**config.mk**
```make
export PLATFORM = sky130hd
export DESIGN_NAME = nor_logic_unit_pipe
export DESIGN_NICKNAME = d
export VERILOG_FILES = /design/src/rtl/nor_logic_unit_pipe.sv
export SDC_FILE = /design/constraint.sdc
export NUM_CORES = 1
export LEC_CHECK = 0
export CAP_MARGIN = 20
export CORE_UTILIZATION = 40
export CTS_BUF_LIST = sky130_fd_sc_hd__clkbuf_8
export CTS_CLUSTER_DIAMETER = 100
export DETAILED_ROUTE_END_ITERATION = 10
export PLACE_DENSITY_LB_ADDON = 0.25
export REMOVE_ABC_BUFFERS = 1
export SLEW_MARGIN = 20
export SYNTH_ARGS = -nofsm -noshare
export SYNTH_HDL_FRONTEND = slang
export SYNTH_SLANG_ARGS = --single-unit
```
**constraint.sdc**
```tcl
create_clock -name clk -period 2.7 [get_ports clk]
set_clock_uncertainty 0.2 [all_clocks]
set_input_delay 0.54 -clock clk [delete_from_list [all_inputs] [get_ports clk]]
set_output_delay 0.54 -clock clk [all_outputs]
set_load 0.005 [all_outputs]
```
**src/rtl/nor_logic_unit_pipe.sv**
```systemverilog
// Two-stage pipelined bitwise logic unit whose whole datapath is built from 2-input NOR gates.
// Stage 1 captures operands and op; stage 2 registers the result with zero and parity flags.
module nor_logic_unit_pipe #(
    parameter int unsigned WIDTH = 8
) (
    input  logic             clk,
    input  logic             rst,
    input  logic             in_valid,
    output logic             in_ready,
    input  logic [WIDTH-1:0] in_a,
    input  logic [WIDTH-1:0] in_b,
    input  logic [2:0]       in_op,
    output logic             out_valid,
    input  logic             out_ready,
    output logic [WIDTH-1:0] out_y,
    output logic             out_zero,
    output logic             out_parity
);

    typedef enum logic [2:0] {
        OpAnd  = 3'b000,
        OpOr   = 3'b001,
        OpNotA = 3'b010,
        OpXor  = 3'b011,
        OpXnor = 3'b100,
        OpNand = 3'b101,
        OpNor  = 3'b110,
        OpBufA = 3'b111
    } op_e;

    localparam int unsigned Nodes = 2 * WIDTH - 1;

    logic             s1_valid_q;
    logic [WIDTH-1:0] a_q, b_q;
    op_e              op_q;
    logic             out_valid_q, out_zero_q, out_parity_q;
    logic [WIDTH-1:0] out_y_q;
    logic             s2_free, s1_adv, in_fire;
    logic [WIDTH-1:0] res;
    wire              zero_c;

    wire [WIDTH-1:0] not_a, not_b, nor_ab, or_ab, and_ab, x_a, x_b, xnor_ab, xor_ab, nand_ab, buf_a;
    wire [Nodes-1:0] par_node, any_node;

    always_comb begin
        s2_free  = !out_valid_q || out_ready;
        s1_adv   = s1_valid_q && s2_free;
        in_ready = !s1_valid_q || s2_free;
        in_fire  = in_valid && in_ready;
    end

    // Per-bit gate network; XOR is the classic five-NOR cell, XNOR taps its fourth gate.
    for (genvar i = 0; i < WIDTH; i++) begin : g_bit
        nor u_not_a (not_a[i], a_q[i], a_q[i]);
        nor u_not_b (not_b[i], b_q[i], b_q[i]);
        nor u_nor   (nor_ab[i], a_q[i], b_q[i]);
        nor u_or    (or_ab[i], nor_ab[i], nor_ab[i]);
        nor u_and   (and_ab[i], not_a[i], not_b[i]);
        nor u_x_a   (x_a[i], a_q[i], nor_ab[i]);
        nor u_x_b   (x_b[i], b_q[i], nor_ab[i]);
        nor u_xnor  (xnor_ab[i], x_a[i], x_b[i]);
        nor u_xor   (xor_ab[i], xnor_ab[i], xnor_ab[i]);
        nor u_nand  (nand_ab[i], and_ab[i], and_ab[i]);
        nor u_buf   (buf_a[i], not_a[i], not_a[i]);
    end

    always_comb begin
        res = '0;
        unique case (op_q)
            OpAnd:  res = and_ab;
            OpOr:   res = or_ab;
            OpNotA: res = not_a;
            OpXor:  res = xor_ab;
            OpXnor: res = xnor_ab;
            OpNand: res = nand_ab;
            OpNor:  res = nor_ab;
            OpBufA: res = buf_a;
            default: res = '0;
        endcase
    end

    // Heap-ordered reduction trees: leaves at WIDTH-1.., node j combines 2j+1 and 2j+2.
    for (genvar i = 0; i < WIDTH; i++) begin : g_leaf
        assign par_node[WIDTH-1+i] = res[i];
        assign any_node[WIDTH-1+i] = res[i];
    end

    for (genvar j = 0; j < WIDTH - 1; j++) begin : g_tree
        wire p_n, p_a, p_b, p_xn, o_n;
        nor u_p_n  (p_n, par_node[2*j+1], par_node[2*j+2]);
        nor u_p_a  (p_a, par_node[2*j+1], p_n);
        nor u_p_b  (p_b, par_node[2*j+2], p_n);
        nor u_p_xn (p_xn, p_a, p_b);
        nor u_p_x  (par_node[j], p_xn, p_xn);
        nor u_o_n  (o_n, any_node[2*j+1], any_node[2*j+2]);
        nor u_o    (any_node[j], o_n, o_n);
    end

    nor u_zero (zero_c, any_node[0], any_node[0]);

    always_ff @(posedge clk) begin
        if (rst) begin
            s1_valid_q   <= 1'b0;
            a_q          <= '0;
            b_q          <= '0;
            op_q         <= OpAnd;
            out_valid_q  <= 1'b0;
            out_y_q      <= '0;
            out_zero_q   <= 1'b0;
            out_parity_q <= 1'b0;
        end else begin
            if (in_fire) begin
                s1_valid_q <= 1'b1;
                a_q        <= in_a;
                b_q        <= in_b;
                op_q       <= op_e'(in_op);
            end else if (s1_adv) begin
                s1_valid_q <= 1'b0;
            end

            if (s1_adv) begin
                out_valid_q  <= 1'b1;
                out_y_q      <= res;
                out_zero_q   <= zero_c;
                out_parity_q <= par_node[0];
            end else if (s2_free) begin
                out_valid_q <= 1'b0;
            end
        end
    end

    assign out_valid  = out_valid_q;
    assign out_y      = out_y_q;
    assign out_zero   = out_zero_q;
    assign out_parity = out_parity_q;

endmodule

```
==> summary.md <==
| Metric | Value |
|---|---|
| RSZ-0062 raised after global routing | false |
| Deepest clock path buffer count | 2 |
| Gr ovfl total | 0 |
| FF-to-FF Start | a_q[1] |
| Syn avg cell area | 8.06 um2 |
| Area of the mapped netlist | 2090 um2 |
| Tightest Pin Transition | 896 ps |
| Critical path capture point type | flop |
| Gr usage total | 17.7% |
| Critical path type | reg -> reg |
| I/O Buffers | 34 |
| Slowest stage delay, CP | 350 ps |
| CTS Root Cell | clkbuf_8 |
| Compound-cell area share of the yosys netlist | 21.6% |
| DRC violations left | 0 |
| Max-slew violations | 0 |
| R2R depth | 10 |
| PD cells | 466 nW/um2 |
| Area Overhead vs Synth | 25.4% |
| Leak Pwr | 0.00105 uW |
| Final core utilization | 53.6% |
| Crit-path max FO | 4 |
| Die Area | 5510 um2 |
| Largest cells by area after synthesis | dfxtp_1 (30%), ha_1 (12%), nand2_1 (9.5%) |
| WL final | 4410 um |
| Post-Synth XOR/XNOR Area | 1.26% |
| Nets | 342 |
| Synth area leader | dfxtp_1 |
| Via count | 1,846 |
| Worst R2R Setup Slack | 200 ps |
| Data required, critical path | 2690 ps |
| Worst Path Arrival | 2500 ps |
| Register area share after synthesis | 29.7% |
| Worst setup SP type | flop |
| Layout cell share with drive strength beyond 1 | 12.0% |
| Synth unique cells | 50 |
| Worst r2r dst | out_parity |
| Final setup fails | 0 |
| Most frequent cell after synthesis | nand2_1 |
| Dpl ws | 147 ps |
| EDFF count, synth | 0 |
| Crit-path cells | inv_1 -> ha_1 -> mux2_2 -> a221oi_2 -> a211oi_1 -> or2_1 -> ha_1 -> xnor2_2 -> xnor2_1 -> a211oi_1 |
| Area of the multi-input gates | 1300 um2 |
| Hpwl dp | 3300 um |
| Max Cap Viol | 0 |
| Row count | 25 |
| DR iter-0 viols | 133 |
| Fmax | 0.399 GHz |
| Clk slew on worst S/H paths | 70 ps |
| Clock latency on the worst-skew pair | 270 ps |
| DR WL/cell | 12.0 um |
| Hold Vio Cnt, Final | 0 |
| Antenna cells | 0 |
| Drt pass-1 iters | 4 |
| TritonCTS clock tree | yes |
| Final worst-path cycle share | 92.7% |
| Fin Setup TNS | 0 ps |
| Synth cell count leaders | nand2_1 (53), dfxtp_1 (31), a21oi_1 (30) |
| HP Class | reg -> reg |
| Worst slew margin | 40.3% |
| Ports | 35 |
| Largest family of logic cells by synthesized area | compound AO/OA/AOI/OAI gates |
| Clk sink count | 31 |
| Slowest-stage cell, CP | dfxtp_2 |
| Synth Area in Adders | 12.0% |
| VDD IR max | 0.000193 V |
| Final Worst Setup Slack | 196 ps |
| Syn Inst Count | 259 |
| Register bit total from synthesis | 31 |
| Sequential Area | 623 um2 |
| First-pass GRT wire length | 7500 um |
| Die width | 74.2 um |
| Crit path time final | 2500 ps |
| Worst Hold Path EP | out_zero |
| Starting Density | 42.8% |
| Gpl congestion | 0.839 |
| Mux contribution to synthesized area | 5.58% |
| Initial antenna violation count | 0 |
| CORE AREA | 4880 um2 |
| Vias in the first global route | 1,668 |
| Via/cell ratio | 5.03 |
| Maximum number of pins on one net before global-route repair | 21 |
| Ys Warns | 0 |
| Worst hold slack | 251 ps |
| Crit path from | a_q[1] |
| Main synth FF type | dfxtp_1 |
| Layout filler cell count | 504 |
| Hold_buf cts | 0 |
| Fraction of registers with async set/reset | 0% |
| Hold Path Depth | 2 |
| Die Y | 74.2 um |
| Post-route ant nets | 0 |
| Status | finished clean |
| Simple-Gate Fraction of Synth Area | 21.5% |
| Num CTS Buffers | 5 |
| Share of the synthesized area in the top cell type | 29.7% |
| Setup bufs post-CTS | 0 |
| H-tree depth | 2 |
| Post_cts resized | 0 |
| HP Start | out_zero |
kinds of logic after synthesis:
logic type	count (synthesis)
xor+xnor	3
compound gates	65
buf+inv	33
simple gates	96
fa+ha+maj	20
mux	11
flops	31
critical path, delay by kind of cell (launching register included):
| family | cells | cell delay, ps |
|---|---|---|
| AND/OR/NAND/NOR | 1 | 240 |
| XOR/XNOR | 2 | 270 |
| flip-flops | 1 | 350 |
| buffers and inverters | 1 | 50 |
| multiplexers | 1 | 280 |
| adder cells (fa/ha/maj) | 2 | 510 |
| AO/OA/AOI/OAI | 3 | 520 |
registers in the layout, indices dropped and copies added, names as in the netlist:
signal / count
out_y: 8
b_q: 8
a_q: 8
out_zero: 1
s1_valid_q: 1
out_valid: 1
op_q: 3
out_parity: 1
cell usage in the layout, fill, tap and decap left out, types with 2 or more instances in the layout:
cell type and instances:
a211o_1 2, a211oi_1 3, a21oi_1 30, a221oi_2 2
a2bb2o_2 3, a32o_1 3, and3b_1 2, buf_4 13
clkbuf_8 7, clkdlybuf4s50_1 34, dfxtp_1 29, dfxtp_2 2
ha_1 20, inv_1 19, mux2_2 5, mux2i_1 6
nand2_1 53, nand2b_1 3, nand3b_1 4, nor2_1 13
nor2b_1 7, nor3_1 2, o21ai_0 5, o22ai_1 5
or2_1 2, xnor2_1 2
area by class of cell:
| type | count | share of cell area [%] |
|---|---|---|
| Clock buffer | 7 | 3.68 |
| Clock inverter | 1 | 0.143 |
| Inverter | 19 | 2.72 |
| Tap cell | 67 | 3.20 |
| Sequential cell | 31 | 23.8 |
| Multi-Input combinational cell | 195 | 49.7 |
| Timing Repair Buffer | 47 | 16.7 |
how the worst max path moves through the flow:
| stage | endpoint | depth (start not counted) | slack, ps |
|---|---|---|---|
| final | out_parity | 10 | 200 |
| after global routing | out_parity | 10 | 9 |
| after CTS | out_parity | 10 | 130 |
| after detailed placement | out_parity | 10 | 150 |
| after global placement | out_parity | 10 | 210 |
| after floorplan | out_parity | 8 | -260 |
where the power goes:
group	total (uW)	switching (uW)	internal, uW	leakage [uW]
sequential	508	23.6	484	0.000255
combinational	316	143	173	0.000740
clock	395	167	229	0.0000557
routing by layer:
metal  vias to the layer above  wire length (um)  track usage [%]
met1                       835              2240             23.3
met2                        35              1990             28.8
met3                         2               132             2.85
met4                         0                49             7.55
met5                         -                 0                0
li1                        974                 -                -
per-stage QoR:
| stage | area [um2] | std cells | total power (uW) |
|---|---|---|---|
| after floorplan | 1990 | 245 | 711 |
| after global placement | 2510 | 359 | 822 |
| after detailed placement | 2510 | 359 | 827 |
| after CTS | 2610 | 367 | 1220 |
| after global routing | 2620 | 367 | 1300 |
| final | 2620 | 367 | 1220 |
(Power assumes the default switching activity.)
==> patch 1, RTL diff (same settings) <==
Change the parameter `WIDTH` from 8 to 9.
--- a/src/rtl/nor_logic_unit_pipe.sv
+++ b/src/rtl/nor_logic_unit_pipe.sv
@@ -1,7 +1,7 @@
 // Two-stage pipelined bitwise logic unit whose whole datapath is built from 2-input NOR gates.
 // Stage 1 captures operands and op; stage 2 registers the result with zero and parity flags.
 module nor_logic_unit_pipe #(
-    parameter int unsigned WIDTH = 8
+    parameter int unsigned WIDTH = 9
 ) (
     input  logic             clk,
     input  logic             rst,
Ports: changed (resized in_a, in_b and out_y); port bits go from 35 to 38. No check against the original RTL was run, so the function may have changed too.
==> patch 1 against the unedited design <==
- first-iteration DRC count is 17% lower
- final cell count is 16% higher
- sequential power is 10% higher
- largest power group unchanged
- power is 12% higher
- routed wire length is 22% higher
- non-clock buffer count is 27 higher
- design area is 18% higher
- the flow now finishes with violations (setup timing)
- synthesized area is 6.4% higher
- global-route usage is 1.8 points higher
- setup slack worse by 0.30 ns
- via count is 17% higher
- sequential cell count is 3 higher
==> patch 1: results <==
[outcome]
status = "complete, but fails checks"
violations = "setup timing"

[yosys]
yosysUniqueCellTypes = 32
synth-seq-cells = 34
synth.area.mux_share_pct = 5.92
synth-xor-area-share_pct = 1.18
synth.area.top_cells = "dfxtp_1 31%, ha_1 12%, nand2_1 11%"
synth_compound_area_share_pct = 22.3
synth_seq_area_share_pct = 30.6
synthCells = 291

[timing]
setup-tns-final_ns = -0.106
fin_ws_ns = -0.106
setup_viol = 1
slew_headroom_pct = 73.9

[grt]
groute.usage.overall_pct = 19.5
grt_pass1_wl_microns = 9300
gr-usage-met1_pct = 24.2
met2_usage_pct = 34.1
use_met3_pct = 3.71
grt_max_degree = 24
first_global_vias = 2052

[clock_tree]
clock_latency_ns = 0.29

[finish]
multi_input_gates = 216
ff_latch_area_sq_um = 698
layout-drive-gt1-share_pct = 22.3
inverters = 22
syn_to_final_growth_pct = 38.8
multi_input_area_sq_um = 1480
fill_cells = 479
nets = 400
bufAreaShareNonClock_pct = 21.0
num-clock-buffers = 6
signal_buffers = 74

[worst_setup_path]
r2r_cells = 11
crit_arrival_ns = 2.80

[route]
drt_iter0_markers = 111
wl_met1_microns = 2640
vias = 2155
wl_met2_microns = 2530
drt-total-wl_microns = 5380
dr_wl_met3_microns = 137

[place]
place_congestion = 0.842
post-place-ws_ns = -0.282
placedCellCount = 412
port_buffers = 37
hpwlAfterDp_microns = 3900
placed_area_sq_um = 2840

[power_and_ir_drop]
comb_power_share_pct = 30.4
design_power_total_mw = 1.37
peakVddDrop_mv = 0.255
leakage_nw = 1.27
patch 1: cell types whose count changed after synthesis, moves of 4 or more:
| cell | change |
|---|---|
| o211ai_1 | +9 |
| a221oi_1 | +5 |
| and3_1 | +4 |
| buf_4 | -5 |
| clkbuf_1 | +10 |
| nand2b_1 | +6 |
| o21bai_1 | +5 |
| nand2_1 | +13 |
| o21ai_0 | +12 |
| a31oi_1 | +4 |
| o22ai_1 | -5 |
| inv_1 | +4 |
| nor2_1 | -4 |
patch 1: path summary, 6_finish.rpt:
check	to	start	slack (ns)
worst min register to register	out_zero	out_zero	0.24
worst max register to register	out_parity	a_q[5]	-0.11
worst min-delay path	out_zero	out_zero	0.24
worst max-delay path	out_parity	a_q[5]	-0.11
patch 1: timing repair:
action | CTS | global route
buffers inserted | 3 | 1
hold buffers | 0 | 0
pin swaps | 8 | 7
endpoints found under the setup margin | 1 | 1
resized for setup | 24 | 8
==> patch 2, RTL diff (same flow settings) <==
Made on the original files. Make the reset (`rst`) asynchronous in one clocked block.
--- a/src/rtl/nor_logic_unit_pipe.sv
+++ b/src/rtl/nor_logic_unit_pipe.sv
@@ -98,7 +98,7 @@
 
     nor u_zero (zero_c, any_node[0], any_node[0]);
 
-    always_ff @(posedge clk) begin
+    always_ff @(posedge clk or posedge rst) begin
         if (rst) begin
             s1_valid_q   <= 1'b0;
             a_q          <= '0;
Check against the original RTL: differs if rst is asserted again (counterexample within 4 cycles, from zero or initial values and one cycle with rst high); with rst held inactive, the same outputs for 10 cycles.
==> patch 2 against the unedited design <==
- critical path depth is 1 lower
- worst hold slack better by 0.032 ns
- first-iteration DRC count is 56% lower
- maximum frequency is 1.4% lower
- design area is 5.5% higher
- routed wire length is 4.8% higher
- synthesized area is 5.6% higher
- global-route usage is 0.079 points higher
- setup slack worse by 0.036 ns
- sequential cell count stayed put
Power is not compared: it rests on default switching activity, and its combinational part moved more than twofold at a synthesized area within 25%.
==> patch 2: results <==
[outcome]
status = "finished, final reports clean"

[grt]
grt_pass1_wl_microns = 8200
use_met3_pct = 4.55
groute.usage.overall_pct = 17.8
met2_usage_pct = 30.2
first_global_vias = 1760
antenna_found_initial = 0
grt_max_degree = 32
gr-usage-met1_pct = 22.0

[place]
port_buffers = 34
place_congestion = 0.801
post-place-ws_ns = 0.0871
placedCellCount = 331
hpwlAfterDp_microns = 3400

[hold_path]
hp-class = "reg -> reg"
min_from = "out_zero"

[yosys]
synthCells = 229
synth_seq_area_share_pct = 35.2
synth-async-reset-ratio_pct = 100
synth.area.top_cells = "dfrtp_1 35%, mux2_2 12%, ha_1 11%"
ys_top_cells_by_count = "31 x dfrtp_1, 26 x o21ai_0, 24 x mux2_2"
synthFlopType = "dfrtp_1"
yosysUniqueCellTypes = 38

[route]
wl_met2_microns = 2220
via_per_inst = 5.09
wl_met1_microns = 2170
drt_pass1_iterations = 5
drt-total-wl_microns = 4620
avgRoutedWirePerCell_microns = 13.6
drt_iter0_markers = 59
dr_wl_met3_microns = 185

[worst_setup_path]
crit_family = "adder cells"
reg2reg_from = "a_q[3]"
crit_arrival_ns = 2.51
slowest_delay_ns = 0.47
r2r_cells = 9
critPathSlowestCell = "mux4_2"

[clock_tree]
cts.path.max_buffers = 2
clock_latency_ns = 0.29
cts_made_buffers = 5
clkSlewWorstSetupHoldPaths_ns = 0.06

[finish]
nets = 311
layout-drive-gt1-share_pct = 17.8
diodes = 0

[timing]
tightestPinTransition_ns = 0.499
[patch 2: report_power, final]
part | internal [mW] | switching [mW]
Clock | 0.229 | 0.175
Combinational | 0.497 | 0.392
Sequential | 0.561 | 0.0740
[patch 2: final timing paths]
path	end	slack [ns]
max	out_parity	0.16
max in group asynchronous	s1_valid_q	1.57
min	out_zero	0.28
min in group asynchronous	b_q[1]	0.43
max reg2reg	out_parity	0.16
min reg2reg	out_zero	0.28
[patch 2: layout make-up]
type / instances / area (sq um)
fillers: 514 / 2440
multi-input cells: 165 / 1300
flip-flops and latches: 31 / 776
repair buffers: 44 / 415
clock buffers: 7 / 96.3
well taps: 70 / 87.6
inverters: 21 / 78.8
clock inverters: 1 / 3.75
[patch 2: stage by stage]
| stage | TNS [ns] | util, % | total power [mW] | cell area [sq um] | hold WS [ns] |
|---|---|---|---|---|---|
| detailed placement | 0 | 50.6 | 1.48 | 2630 | 0.274 |
| global route | 0 | 53.1 | 2.08 | 2760 | 0.334 |
| floorplan | -0.0432 | - | 1.17 | 2130 | 0.271 |
| CTS | 0 | 52.5 | 1.89 | 2730 | 0.288 |
| global placement | 0 | 50.6 | 1.46 | 2630 | 0.261 |
| finish | 0 | 53.1 | 1.93 | 2760 | 0.283 |
[patch 2: cells by family (layout without fill, tap and decap cells)]
logic type	Yosys count	in the layout	synth area share [%]
fa+ha+maj	20	20	11.4
xor+xnor	3	3	1.19
mux	26	26	14.0
simple gates	50	50	12.8
compound gates	66	66	18.6
flops	31	31	35.2
buf+inv	33	73	6.87
[patch 2: what timing repair did]
action / CTS / global route
hold buffers: 0 / 0
gates resized for setup: 0 / 5
endpoints found under the setup margin: 0 / 1
buffers inserted: 0 / 0
